## src/rtl/audio_tx_stereo.sv

```systemverilog
// Serial audio transmitter for the SSM2603 playback path (AC_PBDAT).
// Takes stereo pairs through a one-deep pending buffer, serialises them
// MSB-first in I2S or right-justified framing, and mutes and flags a frame
// that starts without a pending pair.
module audio_tx_stereo #(
  parameter int WL   = 16,
  parameter int SLOT = 32,
  parameter int MODE = 0
) (
  input  logic          AC_BCLK,
  input  logic          reset,
  input  logic          AC_LRC,
  output logic          AC_PBDAT,
  input  logic [WL-1:0] dac_l,
  input  logic [WL-1:0] dac_r,
  input  logic          dac_valid,
  output logic          dac_ready,
  output logic          tx_done,
  output logic          tx_ch,
  output logic          underrun,
  input  logic          underrun_clr
);

  // Offset of the MSB inside a right-justified slot; unused in I2S.
  localparam int          RJ_OFS   = (MODE == 1) ? (SLOT - 1 - WL) : 0;
  localparam logic [5:0]  CNT_SAT  = 6'd63;
  localparam logic [5:0]  WL_C     = 6'(WL);
  localparam logic [5:0]  WL_LAST  = 6'(WL - 1);
  localparam logic [5:0]  SLOT_END = 6'(SLOT - 1);
  localparam logic [5:0]  SLOT_M2  = 6'(SLOT - 2);
  localparam logic [5:0]  RJ_OFS_C = 6'(RJ_OFS);

  logic          lrc_d0;
  logic [5:0]    cnt;
  logic          lrc_edge;
  logic          left_start;
  logic          accept;
  logic          pend_full;
  logic [WL-1:0] pend_l, pend_r;
  logic [WL-1:0] act_l, act_r;
  logic [WL-1:0] word;
  logic [WL-1:0] shifted;
  logic [5:0]    pos;
  logic          in_word;
  logic          done_hit;

  assign lrc_edge   = AC_LRC ^ lrc_d0;
  assign left_start = lrc_edge & ~AC_LRC;
  assign dac_ready  = ~pend_full;
  assign accept     = dac_valid & ~pend_full;

  // Frame clock delay and slot bit counter; the counter saturates so an
  // overlong slot keeps sending zeros.
  always_ff @(posedge AC_BCLK or posedge reset) begin
    if (reset) begin
      lrc_d0 <= 1'b0;
      cnt    <= CNT_SAT;
    end else begin
      lrc_d0 <= AC_LRC;
      if (lrc_edge)
        cnt <= 6'd0;
      else if (cnt != CNT_SAT)
        cnt <= cnt + 6'd1;
    end
  end

  // Pending buffer and active words; only a left start moves a pair into
  // the active registers, so L and R of one frame always belong together.
  always_ff @(posedge AC_BCLK or posedge reset) begin
    if (reset) begin
      pend_full <= 1'b0;
      pend_l    <= '0;
      pend_r    <= '0;
      act_l     <= '0;
      act_r     <= '0;
    end else begin
      if (left_start) begin
        act_l <= pend_full ? pend_l : '0;
        act_r <= pend_full ? pend_r : '0;
      end
      if (accept) begin
        pend_l <= dac_l;
        pend_r <= dac_r;
      end
      if (left_start && pend_full)
        pend_full <= 1'b0;
      else if (accept)
        pend_full <= 1'b1;
    end
  end

  // Sticky underrun; a new underrun wins over a simultaneous clear.
  always_ff @(posedge AC_BCLK or posedge reset) begin
    if (reset)
      underrun <= 1'b0;
    else if (left_start && !pend_full)
      underrun <= 1'b1;
    else if (underrun_clr)
      underrun <= 1'b0;
  end

  // End-of-word detection. With a full-length I2S word the LSB is launched
  // on the last cycle of the slot, so completion is reported at the next
  // LRC edge; the range guard keeps the post-reset saturated count quiet.
  always_comb begin
    done_hit = 1'b0;
    if (MODE == 1)
      done_hit = (cnt == SLOT_END);
    else if (WL == SLOT)
      done_hit = lrc_edge && (cnt >= WL_LAST) && (cnt != CNT_SAT);
    else
      done_hit = (cnt == WL_C);
  end

  // Registered completion pulse and the channel it refers to.
  always_ff @(posedge AC_BCLK or posedge reset) begin
    if (reset) begin
      tx_done <= 1'b0;
      tx_ch   <= 1'b0;
    end else begin
      tx_done <= done_hit;
      if (done_hit)
        tx_ch <= lrc_d0;
    end
  end

  // Select the bit for the current slot position.
  always_comb begin
    word    = lrc_d0 ? act_r : act_l;
    pos     = 6'd0;
    in_word = 1'b0;
    if (MODE == 1) begin
      in_word = (cnt >= RJ_OFS_C) && (cnt < SLOT_END);
      pos     = SLOT_M2 - cnt;
    end else begin
      in_word = (cnt < WL_C);
      pos     = WL_LAST - cnt;
    end
    shifted = word >> pos;
  end

  // Launch data on the falling edge so the codec samples it mid-bit.
  always_ff @(negedge AC_BCLK or posedge reset) begin
    if (reset)
      AC_PBDAT <= 1'b0;
    else
      AC_PBDAT <= in_word & shifted[0];
  end

endmodule
```

## config.mk

```make
export PLATFORM = sky130hd
export DESIGN_NAME = audio_tx_stereo
export DESIGN_NICKNAME = d
export VERILOG_FILES = /design/src/rtl/audio_tx_stereo.sv
export SDC_FILE = /design/constraint.sdc
export NUM_CORES = 1
export LEC_CHECK = 0
export BUFFER_PORTS_ARGS = -buffer_cell sky130_fd_sc_hd__buf_2
export CAP_MARGIN = 20
export CORE_MARGIN = 2
export CORE_UTILIZATION = 61
export CTS_CLUSTER_DIAMETER = 60
export DETAILED_ROUTE_END_ITERATION = 16
export PLACE_DENSITY = 0.94
export SLEW_MARGIN = 20
export SYNTH_ARGS = -nofsm -noshare
export SYNTH_HDL_FRONTEND = slang
export SYNTH_SLANG_ARGS = --single-unit
```

## constraint.sdc

```tcl
create_clock -name AC_BCLK -period 4.3 [get_ports AC_BCLK]
set_input_delay 0.43 -clock AC_BCLK [delete_from_list [all_inputs] [get_ports AC_BCLK]]
set_output_delay 0.43 -clock AC_BCLK [all_outputs]
set_load 0.005 [all_outputs]
```

==> results.md <==
- Leakage power: 1.67 nW
- Flop and latch count out of synthesis: 76
- Adder-cell area share of the yosys netlist: 0.0230
- Required time at the worst-slack endpoint: 2510 ps
- PostCTS Resize Cnt: 0
- Sequential Area: 1910 um2
- Die Wd: 77.2 um
- Total congestion overflow after global routing: 0
- Final routed wirelength across all metal layers: 5940 um
- Clock network fraction of design power: 0.232
- Main combinational cell family by area after synthesis: multiplexers
- Insertion delay of the later-clocked pin in the worst-skew pair: 350 ps
- Mapped Nets: 296
- Post-synth top area cell: sky130_fd_sc_hd__dfrtp_1
- Power per standard cell area: 516 nW/um2
- Per-cell routed wire length: 16.1 um
- Clk root buf: sky130_fd_sc_hd__clkbuf_8
- Worst min path class: input pin to flop
- CTS sink cnt: 76
- Category of the worst setup path launch point: flop
- Die Height: 77.2 um
- Critical Path Sink Type: flop
- Combinational share of power: 0.206
- Clock-pin slew of the registers on the worst-case setup and hold paths: 70 ps
- Initial DRT Pass Iterations: 4
- Max Transition Viols Final: 0
- Share of cell area taken by muxes after synthesis: 0.163
- Clock tree from TritonCTS: built
- Total routing resource utilization after global routing: 0.220
- ANT nets after route: 0
- Most common cell after layout, fill and taps aside: sky130_fd_sc_hd__dfrtp_1
- Flop pwr share: 0.562
- Clock buffers created by TritonCTS: 9
- Wire length of the first global-routing pass: 10200 um
- Commonest register cell after synthesis: sky130_fd_sc_hd__dfrtp_1
- Post-CTS setup buffers: 0
- Pin slew with the least headroom to its limit: 907 ps
- Port Buffers: 41
- Final worst clock skew: 13.8 ps
- Vias in the first global route: 2095
- Weighted congestion at the end of routability-driven global placement: 0.891
- Number of synthesis warnings: 0
- Site row count: 26
- Worst slack after detailed placement: 222 ps
- Sequential cell area fraction in the yosys report: 0.585
- Share of final-layout standard cells stronger than drive strength 1: 0.336
- Count of vias placed by the detailed router: 2088
- CP Class: flop to flop
- Mean area per synthesized cell: 12.9 um2
- Pin count of the biggest net entering global routing: 76
- Placeable core area: 5140 um2
- Area share of the leading cell type in the synthesized netlist: 0.529
- Total negative setup slack: 0 ps
- Placed cell count: 353
- EDFF count, synth: 0
- Die area: 5950 um2
- Max Cap Violations: 0
- Count of hold buffers inserted by post-cts repair: 0
- RSZ-0062 raised after global routing: no
- Max Fanout on Critical Path: 4
- Number of diodes: 0
- Area fraction in and, or, nand and nor cells after synthesis: 0.0682
- Arrival time at the worst endpoint: 2320 ps
- Area growth from synthesis to layout: 12.6%
- Post-synthesis cell area: 3270 um2
- 1st-iter DRT viols: 105
- Proportion of register bits with asynchronous set or reset after synthesis: 1.00
- Run status: finished, final reports clean
- Net switching power of the design: 0.000538 W
- Per-cell via count in the routed design: 5.67
- Post-layout nets: 337
- Share of the synthesized netlist area taken by xor and xnor gates: 0.0107
- Worst Slack Setup Final: 192 ps
- Library cells used by synthesis: 34
- Synthesized instance count: 253
- Cell internal pwr: 0.00136 W
- Compound-cell area share of the yosys netlist: 0.117
- Relative slew slack: 0.395
- Switching Fraction: 0.283
- Multi-input combinational cell area: 1250 um2
- Most used cells in the layout excluding fill and tap cells: sky130_fd_sc_hd__dfrtp_1, sky130_fd_sc_hd__buf_2, sky130_fd_sc_hd__mux2_2
- Post-route DRC: 0
- Initial antenna violation count: 0
- Maximum VDD drop: 0.000346 V
- Total setup violations reported at the end of the flow: 0
- Count of non-filler cells in the finished layout: 368
- Final Hold Viols: 0
- Filler instances: 365
- Top cells by area in the synthesized netlist: sky130_fd_sc_hd__dfrtp_1, sky130_fd_sc_hd__mux2_2, sky130_fd_sc_hd__mux2i_1
- Sum of net half-perimeters after detailed placement: 4050 um
- Clock Tree Buf Depth: 2
- Deepest level of the CTS H-tree: 3
- Initial core utilization: 0.635
- I/O pin count: 42
-- area by class of cell --
cell class              instances  share of cell area
flip-flops and latches         76               0.519
multi-input cells             151               0.340
repair buffers                 45              0.0640
inverters                      11              0.0123
clock buffers                  12              0.0368
well taps                      70              0.0238
clock inverters                 3             0.00408
-- registers in the layout, summed over array words and instances (netlist names), 6 cells and up --
register  cells
pend_l       16
cnt           6
pend_r       16
act_l        16
act_r        16
-- synthesized netlist by cell type, types with 6 or more instances --
| cell | n |
|---|---|
| sky130_fd_sc_hd__dfrtp_1 | 69 |
| sky130_fd_sc_hd__inv_1 | 10 |
| sky130_fd_sc_hd__buf_2 | 7 |
| sky130_fd_sc_hd__clkbuf_1 | 7 |
| sky130_fd_sc_hd__mux2i_1 | 16 |
| sky130_fd_sc_hd__o2bb2ai_1 | 18 |
| sky130_fd_sc_hd__ha_1 | 6 |
| sky130_fd_sc_hd__dfstp_2 | 6 |
| sky130_fd_sc_hd__mux2_2 | 33 |
| sky130_fd_sc_hd__nand2_1 | 25 |
| sky130_fd_sc_hd__a22o_1 | 14 |
-- final timing paths --
kind / slack [ps] / depth (start not counted) / end / from
max: 190 / 6 / AC_PBDAT / cnt[4]
min in group asynchronous: 410 / 3 / act_r[13] / reset
min: 210 / 1 / lrc_d0 / AC_LRC
max in group asynchronous: 2190 / 2 / AC_PBDAT / reset
max reg2reg: 190 / 6 / AC_PBDAT / cnt[4]
min reg2reg: 490 / 1 / act_r[2] / pend_r[2]
-- cell families (layout without fill, tap and decap cells) --
family          count (synthesis)  after routing
flops                          76             76
compound gates                 46             46
simple gates                   46             46
buf+inv                        26             71
fa+ha+maj                       6              6
mux                            49             49
xor+xnor                        4              4
-- power groups by stage --
stage / registers [W] / clock network [W] / logic (W)
after CTS: 0.00106 / 0.000448 / 0.000397
after detailed placement: 0.00108 / 0 / 0.000396
after global routing: 0.00110 / 0.000473 / 0.000433
final: 0.00107 / 0.000440 / 0.000391
after global placement: 0.00106 / 0 / 0.000375
after floorplan: 0.00103 / 0 / 0.000320
-- worst max-delay path, cell delays in order (launching register included) --
cell and delay [ps]:
sky130_fd_sc_hd__dfstp_2 570, sky130_fd_sc_hd__inv_1 80, sky130_fd_sc_hd__ha_1 290, sky130_fd_sc_hd__or3b_4 390, sky130_fd_sc_hd__a2111oi_0 390, sky130_fd_sc_hd__nand3_1 130, sky130_fd_sc_hd__nand4_1 120
-- routing by layer --
layer / track usage / up-vias / routed length (um)
li1: - / 989 / -
met1: 0.304 / 1043 / 2750
met2: 0.337 / 45 / 2860
met3: 0.0376 / 11 / 202
met4: 0.116 / 0 / 131
met5: 0 / - / 0
-- stage by stage --
step | hold slack [ps] | util | area (um2) | total power (W)
after floorplan | 454 | - | 3270 | 0.00135
after global placement | 469 | 0.686 | 3530 | 0.00144
after detailed placement | 476 | 0.686 | 3530 | 0.00147
after CTS | 202 | 0.715 | 3680 | 0.00191
after global routing | 207 | 0.715 | 3680 | 0.00200
final | 209 | 0.715 | 3680 | 0.00190
Power figures use the tool's default switching activity.
